<file path="config.mk">
export PLATFORM = sky130hd
export DESIGN_NAME = ads5296_frame_align
export DESIGN_NICKNAME = d
export VERILOG_FILES = /design/src/rtl/ads5296_pkg.sv /design/src/rtl/ads5296_align_cnt.sv /design/src/rtl/ads5296_frame_align.sv
export SDC_FILE = /design/constraint.sdc
export NUM_CORES = 1
export LEC_CHECK = 0
export ABC_AREA = 1
export CORE_MARGIN = 2
export CORE_UTILIZATION = 45
export CTS_BUF_LIST = sky130_fd_sc_hd__clkbuf_8
export CTS_CLUSTER_SIZE = 28
export DETAILED_ROUTE_END_ITERATION = 8
export GPL_ROUTABILITY_DRIVEN = 0
export PLACE_DENSITY = 0.67
export SYNTH_ARGS = -nofsm -noshare
export SYNTH_HDL_FRONTEND = slang
export SYNTH_SLANG_ARGS = --single-unit
</file>
<file path="constraint.sdc">
create_clock -name clk -period 4.5 [get_ports clk]
set_input_delay 0.9 -clock clk [delete_from_list [all_inputs] [get_ports clk]]
set_output_delay 0.9 -clock clk [all_outputs]
set_load 0.05 [all_outputs]
</file>
<file path="src/rtl/ads5296_pkg.sv">
// ads5296_pkg: shared state encoding and constants for ADS5296 frame alignment
package ads5296_pkg;
  typedef enum logic [2:0] {IDLE, SETTLE, CHECK, NEXT, SLIP_HI, SLIP_LO, LOCKED, FAIL} state_t;
  localparam logic [9:0] FRAME_PATTERN_DEF = 10'b1111100000;
  localparam logic [2:0] SLIP_INDEX_MAX = 3'd4;
endpackage

</file>
<file path="src/rtl/ads5296_align_cnt.sv">
// ads5296_align_cnt: loadable down-counter that saturates at zero and flags terminal count
module ads5296_align_cnt #(
  parameter int W = 6
) (
  input  logic         clk,
  input  logic         rst,
  input  logic         load,
  input  logic [W-1:0] load_val,
  output logic         done
);
  logic [W-1:0] cnt;
  always_ff @(posedge clk or posedge rst)
    if (rst) cnt <= '0;
    else cnt <= load ? load_val : (cnt != '0 ? cnt - W'(1) : cnt);
  assign done = cnt == '0;
endmodule

</file>
<file path="src/rtl/ads5296_frame_align.sv">
// ads5296_frame_align: sweeps word-capture phase and bitslip until the frame lane
// repeatedly matches FRAME_PATTERN, then monitors for loss of lock.
module ads5296_frame_align
  import ads5296_pkg::*;
#(
  parameter logic [9:0] FRAME_PATTERN = FRAME_PATTERN_DEF,
  parameter int SETTLE_CYCLES = 32,
  parameter int MATCH_COUNT   = 16,
  parameter int PULSE_LEN     = 8,
  parameter int MAX_SWEEPS    = 4,
  parameter int LOSS_THRESH   = 4
) (
  input  logic       clk,
  input  logic       rst,
  input  logic       start,
  input  logic [9:0] frame_word,
  input  logic       frame_valid,
  output logic       bitslip,
  output logic [2:0] slip_index,
  output logic       locked,
  output logic       fail,
  output logic [2:0] sweeps,
  output logic       busy
);
  localparam int TW = $clog2(SETTLE_CYCLES > PULSE_LEN ? SETTLE_CYCLES : PULSE_LEN) + 1;
  localparam int MW = $clog2(MATCH_COUNT) + 1;
  localparam int SW = $clog2(MAX_SWEEPS) + 1;
  localparam int LW = $clog2(LOSS_THRESH) + 1;
  state_t state, state_n;
  logic [MW-1:0] match_cnt, match_n;
  logic [LW-1:0] loss_cnt, loss_n;
  logic [SW-1:0] sweep_cnt, sweep_n;
  logic [2:0] idx_n;
  logic [TW-1:0] t_val;
  logic hit, miss, restart, t_load, t_done;
  assign hit = frame_valid && frame_word == FRAME_PATTERN;
  assign miss = frame_valid && frame_word != FRAME_PATTERN;
  assign restart = start && (state == IDLE || state == LOCKED || state == FAIL);
  always_comb begin
    state_n = state;
    match_n = '0;
    loss_n = '0;
    sweep_n = sweep_cnt;
    idx_n = slip_index;
    case (state)
      SETTLE:  state_n = t_done ? CHECK : SETTLE;
      CHECK: begin
        match_n = hit && match_cnt != MW'(MATCH_COUNT) ? match_cnt + MW'(1) : match_cnt;
        if (match_cnt == MW'(MATCH_COUNT)) state_n = LOCKED;
        else if (miss) begin
          match_n = '0;
          state_n = NEXT;
        end
      end
      NEXT: begin
        idx_n = slip_index < SLIP_INDEX_MAX ? slip_index + 3'd1 : 3'd0;
        sweep_n = slip_index < SLIP_INDEX_MAX || sweep_cnt == SW'(MAX_SWEEPS) ? sweep_cnt : sweep_cnt + SW'(1);
        state_n = slip_index < SLIP_INDEX_MAX ? SETTLE : (sweep_n == SW'(MAX_SWEEPS) ? FAIL : SLIP_HI);
      end
      SLIP_HI: state_n = t_done ? SLIP_LO : SLIP_HI;
      SLIP_LO: state_n = t_done ? SETTLE : SLIP_LO;
      LOCKED: begin
        loss_n = hit ? '0 : (miss && loss_cnt != LW'(LOSS_THRESH) ? loss_cnt + LW'(1) : loss_cnt);
        if (miss && loss_cnt >= LW'(LOSS_THRESH - 1)) begin
          loss_n = '0;
          sweep_n = '0;
          state_n = SETTLE;
        end
      end
      default: state_n = state;
    endcase
    if (restart) begin
      state_n = SETTLE;
      idx_n = '0;
      sweep_n = '0;
      loss_n = '0;
    end
  end
  // Every entry into a timed state reloads the shared timer with that state's length.
  assign t_load = state_n != state && (state_n == SETTLE || state_n == SLIP_HI || state_n == SLIP_LO);
  assign t_val = state_n == SETTLE ? TW'(SETTLE_CYCLES - 1) : TW'(PULSE_LEN - 1);
  ads5296_align_cnt #(.W(TW)) u_cnt (
    .clk(clk),
    .rst(rst),
    .load(t_load),
    .load_val(t_val),
    .done(t_done)
  );
  always_ff @(posedge clk or posedge rst)
    if (rst) begin
      state <= IDLE;
      match_cnt <= '0;
      loss_cnt <= '0;
      sweep_cnt <= '0;
      slip_index <= '0;
      bitslip <= 1'b0;
      locked <= 1'b0;
      fail <= 1'b0;
      busy <= 1'b0;
    end else begin
      state <= state_n;
      match_cnt <= match_n;
      loss_cnt <= loss_n;
      sweep_cnt <= sweep_n;
      slip_index <= idx_n;
      bitslip <= state_n == SLIP_HI;
      locked <= state_n == LOCKED;
      fail <= state_n == FAIL;
      busy <= !(state_n == IDLE || state_n == LOCKED || state_n == FAIL);
    end
  assign sweeps = 3'(sweep_cnt);
endmodule

</file>
==> results of run 1 <==
final cells by class:
cell class                      instances  area, um^2
Clock inverter                          1       7.507
Inverter                               38       142.6
Multi-Input combinational cell        160       954.7
Clock buffer                            3       41.29
Sequential cell                        27       675.6
Fill cell                             375        1632
Timing Repair Buffer                   23       230.2
Tap cell                               48       60.06
power by group:
group / switching, mW / total (mW) / internal, mW
clock network: 0.0788 / 0.142 / 0.0629
registers: 0.0748 / 0.382 / 0.307
logic: 0.455 / 0.704 / 0.249
total: 0.608 / 1.23 / 0.619
per-layer routing:
metal | part of all wire (%) | up-vias | GRT usage, %
met5 | 0 | - | 0
met4 | 1.7 | 0 | 7.398
met3 | 3.5 | 5 | 2.027
met2 | 45 | 30 | 28.47
met1 | 50 | 687 | 22.33
li1 | - | 783 | -
registers in the layout, indices dropped and copies added (netlist names):
signal,cells
slip_index,3
busy,1
state,3
fail,1
match_cnt,5
u_cnt.cnt,6
locked,1
bitslip,1
sweeps,3
loss_cnt,3
cells in the mapped netlist, drive strengths merged:
| library cell | number | area, um^2 |
|---|---|---|
| xor2 | 2 | 25.03 |
| inv | 38 | 142.6 |
| a32oi | 1 | 8.760 |
| nor3 | 7 | 35.03 |
| nor4 | 2 | 12.51 |
| a21oi | 12 | 71.32 |
| a21boi | 2 | 18.77 |
| o21bai | 1 | 7.510 |
| a31oi | 2 | 18.77 |
| buf | 2 | 16.26 |
| nand3 | 17 | 127.6 |
| o22ai | 2 | 12.51 |
| nor2 | 28 | 145.1 |
| o21ai | 9 | 48.79 |
| xnor2 | 3 | 26.28 |
| o211ai | 1 | 7.510 |
| dfrtp | 27 | 675.7 |
| o31ai | 1 | 7.510 |
| a211oi | 1 | 7.510 |
| nand2 | 55 | 224.0 |
| nand4 | 4 | 25.02 |
| ha | 10 | 125.1 |
tightest hold or removal path, cell delays in order (launching register included):
cell and delay, ns:
dfrtp_1 0.38, a32oi_1 0.06, inv_1 0.05
cell families after synthesis:
logic type,after synthesis
xor gates and xnor gates,5
adders and majority gates,10
AOI/OAI and AO/OA,32
and+or+nand+nor,113
DFF,27
buffers and inverters,40
per-stage QoR:
stage / hold WS (ns) / total power [mW] / instance area (um^2)
floorplan: 0.4870 / 0.9445 / 1789
global placement: 0.5027 / 1.088 / 2063
detailed placement: 0.5066 / 1.095 / 2063
CTS: 0.5306 / 1.242 / 2112
global route: 0.5577 / 1.341 / 2112
finish: 0.5186 / 1.228 / 2112
final timing paths:
| check | from | to | slack (ns) | cells after the start |
|---|---|---|---|---|
| setup / recovery | frame_word[8] | u_cnt.cnt[3]$_DFFE_PP0P_ | 1.89 | 12 |
| min in group asynchronous | rst | loss_cnt[1]$_DFFE_PP0P_ | 1.17 | 2 |
| setup reg to reg | loss_cnt[0]$_DFFE_PP0P_ | u_cnt.cnt[3]$_DFFE_PP0P_ | 2.40 | 12 |
| hold reg to reg | slip_index[1]$_DFFE_PP0P_ | slip_index[1]$_DFFE_PP0P_ | 0.52 | 2 |
| hold / removal | slip_index[1]$_DFFE_PP0P_ | slip_index[1]$_DFFE_PP0P_ | 0.52 | 2 |
| max in group asynchronous | rst | match_cnt[1]$_DFF_PP0_ | 2.71 | 2 |
==> results by group, run 1 <==
Yosys
  • Syn_nets: 251
  • Seq/Total Area, Yosys: 37.76%
  • Synth Area in Adders: 6.993%
  • Cell count after synthesis: 227
  • Dominant combinational cell family by area after synthesis: simple AND/OR/NAND/NOR gates
  • Fraction of the mapped netlist area in simple logic gates: 31.82%
  • Mux contribution to synthesized area: 0%
  • Avg Cell Area, Syn: 7.882 um^2
  • Post-synthesis cell area: 1789 um^2
  • XOR/XNOR share of the synthesized area: 2.867%
  • Yosys reg bits: 27
  • Post-synth cell types: 35
  • Yosys warnings: 0
  • Complex-gate fraction of the synthesized area: 11.68%

Job
  • MaxCap Viol Count: 0

GRT
  • Overflow after GRT: 0
  • Initial antenna violation count: 0
  • First-pass GRT wire length: 5947 um
  • Vias in the first global route: 1478
  • Largest net degree at the start of global routing: 28
  • GRT Overall Usage: 17.16%

Outcome
  • Status: completed

Final layout
  • Most frequent cells in the layout: 48 x nand2_1, 29 x inv_1, 27 x dfrtp_1, 23 x clkdlybuf4s50_1, 18 x nor2_1
  • Synth-to-Final Area Change: 18.04%
  • Fraction of layout cells with a size suffix above 1: 16.67%
  • Final Non-Filler Cells: 300
  • Nets@finish: 277
  • Final Util: 56.42%
  • Commonest non-fill, non-tap cell in the layout: nand2_1
  • Ant. Diodes: 0

Floorplan
  • Core area: 3744 um^2
  • Die span in y: 67.06 um
  • Full die area: 4496 um^2
  • Row cnt: 22
  • Starting density of the core: 47.79%
  • Die width: 67.06 um
  • Number of top-level pins: 24

Setup path
  • Critical-path maximum fanout: 6
  • Worst Setup Start Kind: primary input
  • Crit path cell chain: clkdlybuf4s50_1, nand2_1, nor2_1, nand3_2, nand3_1, nor2_1, nor2_2, nand3_4, nor2_2, nor2_4, a21oi_1, a21oi_1
  • CP Class: in -> reg
  • Worst Path Arrival: 2.77 ns
  • Buf+Inv Stages, Crit Path: 1
  • CP peak stage delay: 0.45 ns
  • CP required: 4.67 ns
  • Worst path slowest cell: clkdlybuf4s50_1
  • Setup crit end kind: register
  • CP delay by family, top: simple AND/OR/NAND/NOR gates

Clock tree
  • Clock-pin slew on the worst setup and hold paths: 0.09 ns
  • Post-CTS sizing: 0
  • CTS Sinks: 27
  • Hold Buf Count CTS: 0
  • Maximum root-to-sink buffer count: 2
  • Root buffer cell: clkbuf_8
  • Total setup buffers inserted after CTS: 0
  • Clock Latency Late Sink: 0.27 ns
  • H-Tree Depth: 1
  • TritonCTS Buffers: 3
  • CTS tree: built

Placement
  • Hpwl dp: 2519 um
  • Dpl cells: 296
  • IO Port Bufs: 23
  • Worst slack, placed: 1.556 ns

STA
  • Worst Skew: 0.001380 ns
  • Fin. Hold Viols: 0
  • Final setup TNS: 0 ns
  • Crit path time final: 2.608 ns
  • RSZ-0062 raised after global routing: no
  • Final worst slack: 1.892 ns
  • Slew Limit Fails: 0
  • Period utilisation layout: 57.95%
  • Worst slew margin: 32.03%
  • Tightest Pin Transition: 1.018 ns
  • Maximum clock rate: 0.3835 GHz
  • Final setup fails: 0

Route
  • DR WL/cell: 10.54 um
  • Drt first-iter violations: 70
  • Via count: 1505
  • Routed WL: 3161 um
  • Residual DRC count: 0
  • Via/cell ratio: 5.017
  • Post-route ant nets: 0
  • Drt pass-1 iters: 4

Power
  • Maximum vdd drop: 0.2098 mV
  • Leak Pwr: 0.9702 nW
  • Cell Pwr Density: 581.2 nW/um^2

Worst hold path
  • HP Class: reg -> reg
Power figures use the tool's default switching activity.
==> run 2: changes to the inputs <==
- PLACE_DENSITY: 0.67 -> 0.7
- clock period: 4.5 -> 2.2 ns (I/O delays scaled with it)
==> run 2 against run 1 <==
Critical path depth grew 1. Clock power rose by 98%. Clock skew rose by 0.0027 ns. First-iteration DRC count is 54% higher. Non-clock buffer count increased by 18. Combinational power rose to 2.6 times the previous value. Setup slack worse by 1.8 ns. Sequential power increased by 110%. Total power up 140%. Sequential share of layout area is 2.9 points lower. Utilization rose by 5.9 points. Largest cell class unchanged. Highest routed layer unchanged.
==> results by group, run 2 (same netlist as run 1, synthesis figures left out) <==
Outcome
  • Status: completed

Setup path
  • CP Class: reg -> reg
  • R2R depth: 13
  • Critical-path maximum fanout: 4
  • Worst Path Arrival: 2.32 ns
  • Setup crit end kind: register
  • R2r setup slk: 0.09 ns
  • Worst setup path start: sweeps[0]$_DFFE_PP0P_
  • R2R Path End: u_cnt.cnt[3]$_DFFE_PP0P_
  • RR Startpoint: sweeps[0]$_DFFE_PP0P_
  • Worst Setup Start Kind: register
  • CP required: 2.41 ns
  • Critical path capture point: u_cnt.cnt[3]$_DFFE_PP0P_

Final layout
  • Synth-to-Final Area Change: 30.49%
  • Commonest non-fill, non-tap cell in the layout: nand2_1
  • Most frequent cells in the layout: 46 x nand2_1, 26 x inv_1, 25 x dfrtp_1, 23 x clkdlybuf4s50_1, 18 x buf_4
  • Largest Register: u_cnt.cnt
  • Max reg flops: 6
  • Nets@finish: 295
  • Biggest regs: u_cnt.cnt (6), match_cnt (5)
  • Fraction of layout cells with a size suffix above 1: 27.78%
  • Multi-input gate area: 1040 um^2
  • Ant. Diodes: 0
  • Final Non-Filler Cells: 318
  • Fill cell count: 327
  • Area taken by flip-flops and latches: 678.2 um^2

STA
  • Final worst slack: 0.08753 ns
  • Worst Skew: 0.004094 ns
  • Slew Limit Fails: 0
  • Fin. Hold Viols: 0
  • Maximum clock rate: 0.4734 GHz
  • Crit path time final: 2.112 ns
  • Worst slew margin: 66.81%
  • Tightest Pin Transition: 0.4962 ns
  • Final setup fails: 0
  • Period utilisation layout: 96.02%

Clock tree
  • Root buffer cell: clkbuf_8
  • Clock-pin slew on the worst setup and hold paths: 0.09 ns
  • H-Tree Depth: 1
  • TritonCTS Buffers: 3
  • CTS tree: built
  • Hold Buf Count CTS: 0
  • CTS Sinks: 27
  • Maximum root-to-sink buffer count: 2
  • Clock Latency Late Sink: 0.27 ns

Power
  • Cell Pwr Density: 1258 nW/um^2
  • Comb pwr share: 63.4%
  • Leak Pwr: 1.064 nW
  • Maximum vdd drop: 0.4914 mV
  • Switching Share: 49.28%
  • Clk network pwr share: 9.6%
  • Pint: 1.489 mW
  • Net Switching: 1.447 mW
  • Register share of total power: 27.1%

Floorplan
  • Full die area: 4496 um^2
  • Number of top-level pins: 24
  • Starting density of the core: 47.79%
  • Row cnt: 22
  • Core area: 3744 um^2
  • Die width: 67.06 um
  • Die span in y: 67.06 um

Route
  • Via count: 1558
  • Drt pass-1 iters: 4
  • Via/cell ratio: 4.899
  • Drt first-iter violations: 108
  • Post-route ant nets: 0
  • Routed WL: 3599 um
  • DR WL/cell: 11.32 um
  • Residual DRC count: 0

GRT
  • First-pass GRT wire length: 6265 um
  • Overflow after GRT: 0
  • Largest net degree at the start of global routing: 16
  • GRT Overall Usage: 17.80%
  • Vias in the first global route: 1524
  • Initial antenna violation count: 0

Job
  • MaxCap Viol Count: 0

Placement
  • Dpl cells: 309
  • Hpwl dp: 2753 um
  • IO Port Bufs: 23
  • Worst slack, placed: -0.1773 ns

Worst hold path
  • HP Class: in -> async
run 2: stage by stage:
stage | hold slack (ns) | power (mW) | util, % | TNS [ns] | instance area, um^2
after floorplan | 0.4870 | 1.934 | - | 0 | 1792
after global routing | 0.5252 | 3.157 | 62.37 | -0.1157 | 2335
after CTS | 0.4823 | 2.624 | 59.02 | 0 | 2210
after global placement | 0.5040 | 2.312 | 57.79 | -0.6892 | 2163
final | 0.4672 | 2.936 | 62.37 | 0 | 2335
after detailed placement | 0.4996 | 2.345 | 57.79 | -1.088 | 2163
run 2: critical path, cell delays in order (launching register included):
cell and delay, ns:
dfrtp_2 0.44, inv_4 0.09, ha_2 0.20, a21oi_4 0.07, buf_4 0.16, nand2_1 0.06, o21ai_2 0.07, nand4_1 0.10
nand4_1 0.14, nand2_2 0.13, inv_2 0.06, nor2_4 0.21, nand3_2 0.13, a21oi_2 0.16
run 2: final cells by class:
type	count	share of cell area (%)
multi-input cells	160	44.53
flip-flops and latches	27	29.05
repair buffers	41	15.65
clock inverters	1	0.2144
clock buffers	3	1.768
well taps	48	2.572
inverters	38	6.216
run 2: repair_timing:
action / in CTS / in global routing
buffers inserted: 0 / 5
gates resized for setup: 0 / 21
setup endpoints to repair: 0 / 6
endpoints found under the hold margin: 0 / 0
run 2: worst min-delay path by stage:
stage                                         start                        end  cells after the start
after floorplan                                 rst          bitslip$_DFF_PP0_                      1
after global placement    slip_index[1]$_DFFE_PP0P_  slip_index[1]$_DFFE_PP0P_                      2
after detailed placement  slip_index[1]$_DFFE_PP0P_  slip_index[1]$_DFFE_PP0P_                      2
after CTS                                       rst         state[2]$_DFF_PP0_                      2
after global routing                            rst           locked$_DFF_PP0_                      2
final                                           rst         state[2]$_DFF_PP0_                      2
run 2: power groups by stage:
stage          combinational [mW]  clock [mW]  sequential [mW]
6_report                     1.86       0.281            0.795
4_1_cts                      1.55       0.285            0.786
3_5_place_dp                 1.55           0            0.793
5_1_grt                      2.05       0.301            0.808
3_3_place_gp                 1.52           0            0.794
2_1_floorplan                1.03           0            0.907
run 2: routing by layer:
metal	part of all wire (%)	GRT usage [%]	vias up	routed length, um
met5	0	0	-	0
met4	2.2	7.398	0	80
met3	3.5	2.872	8	126
met2	49	29.83	31	1749
met1	46	22.49	699	1641
li1	-	-	820	-
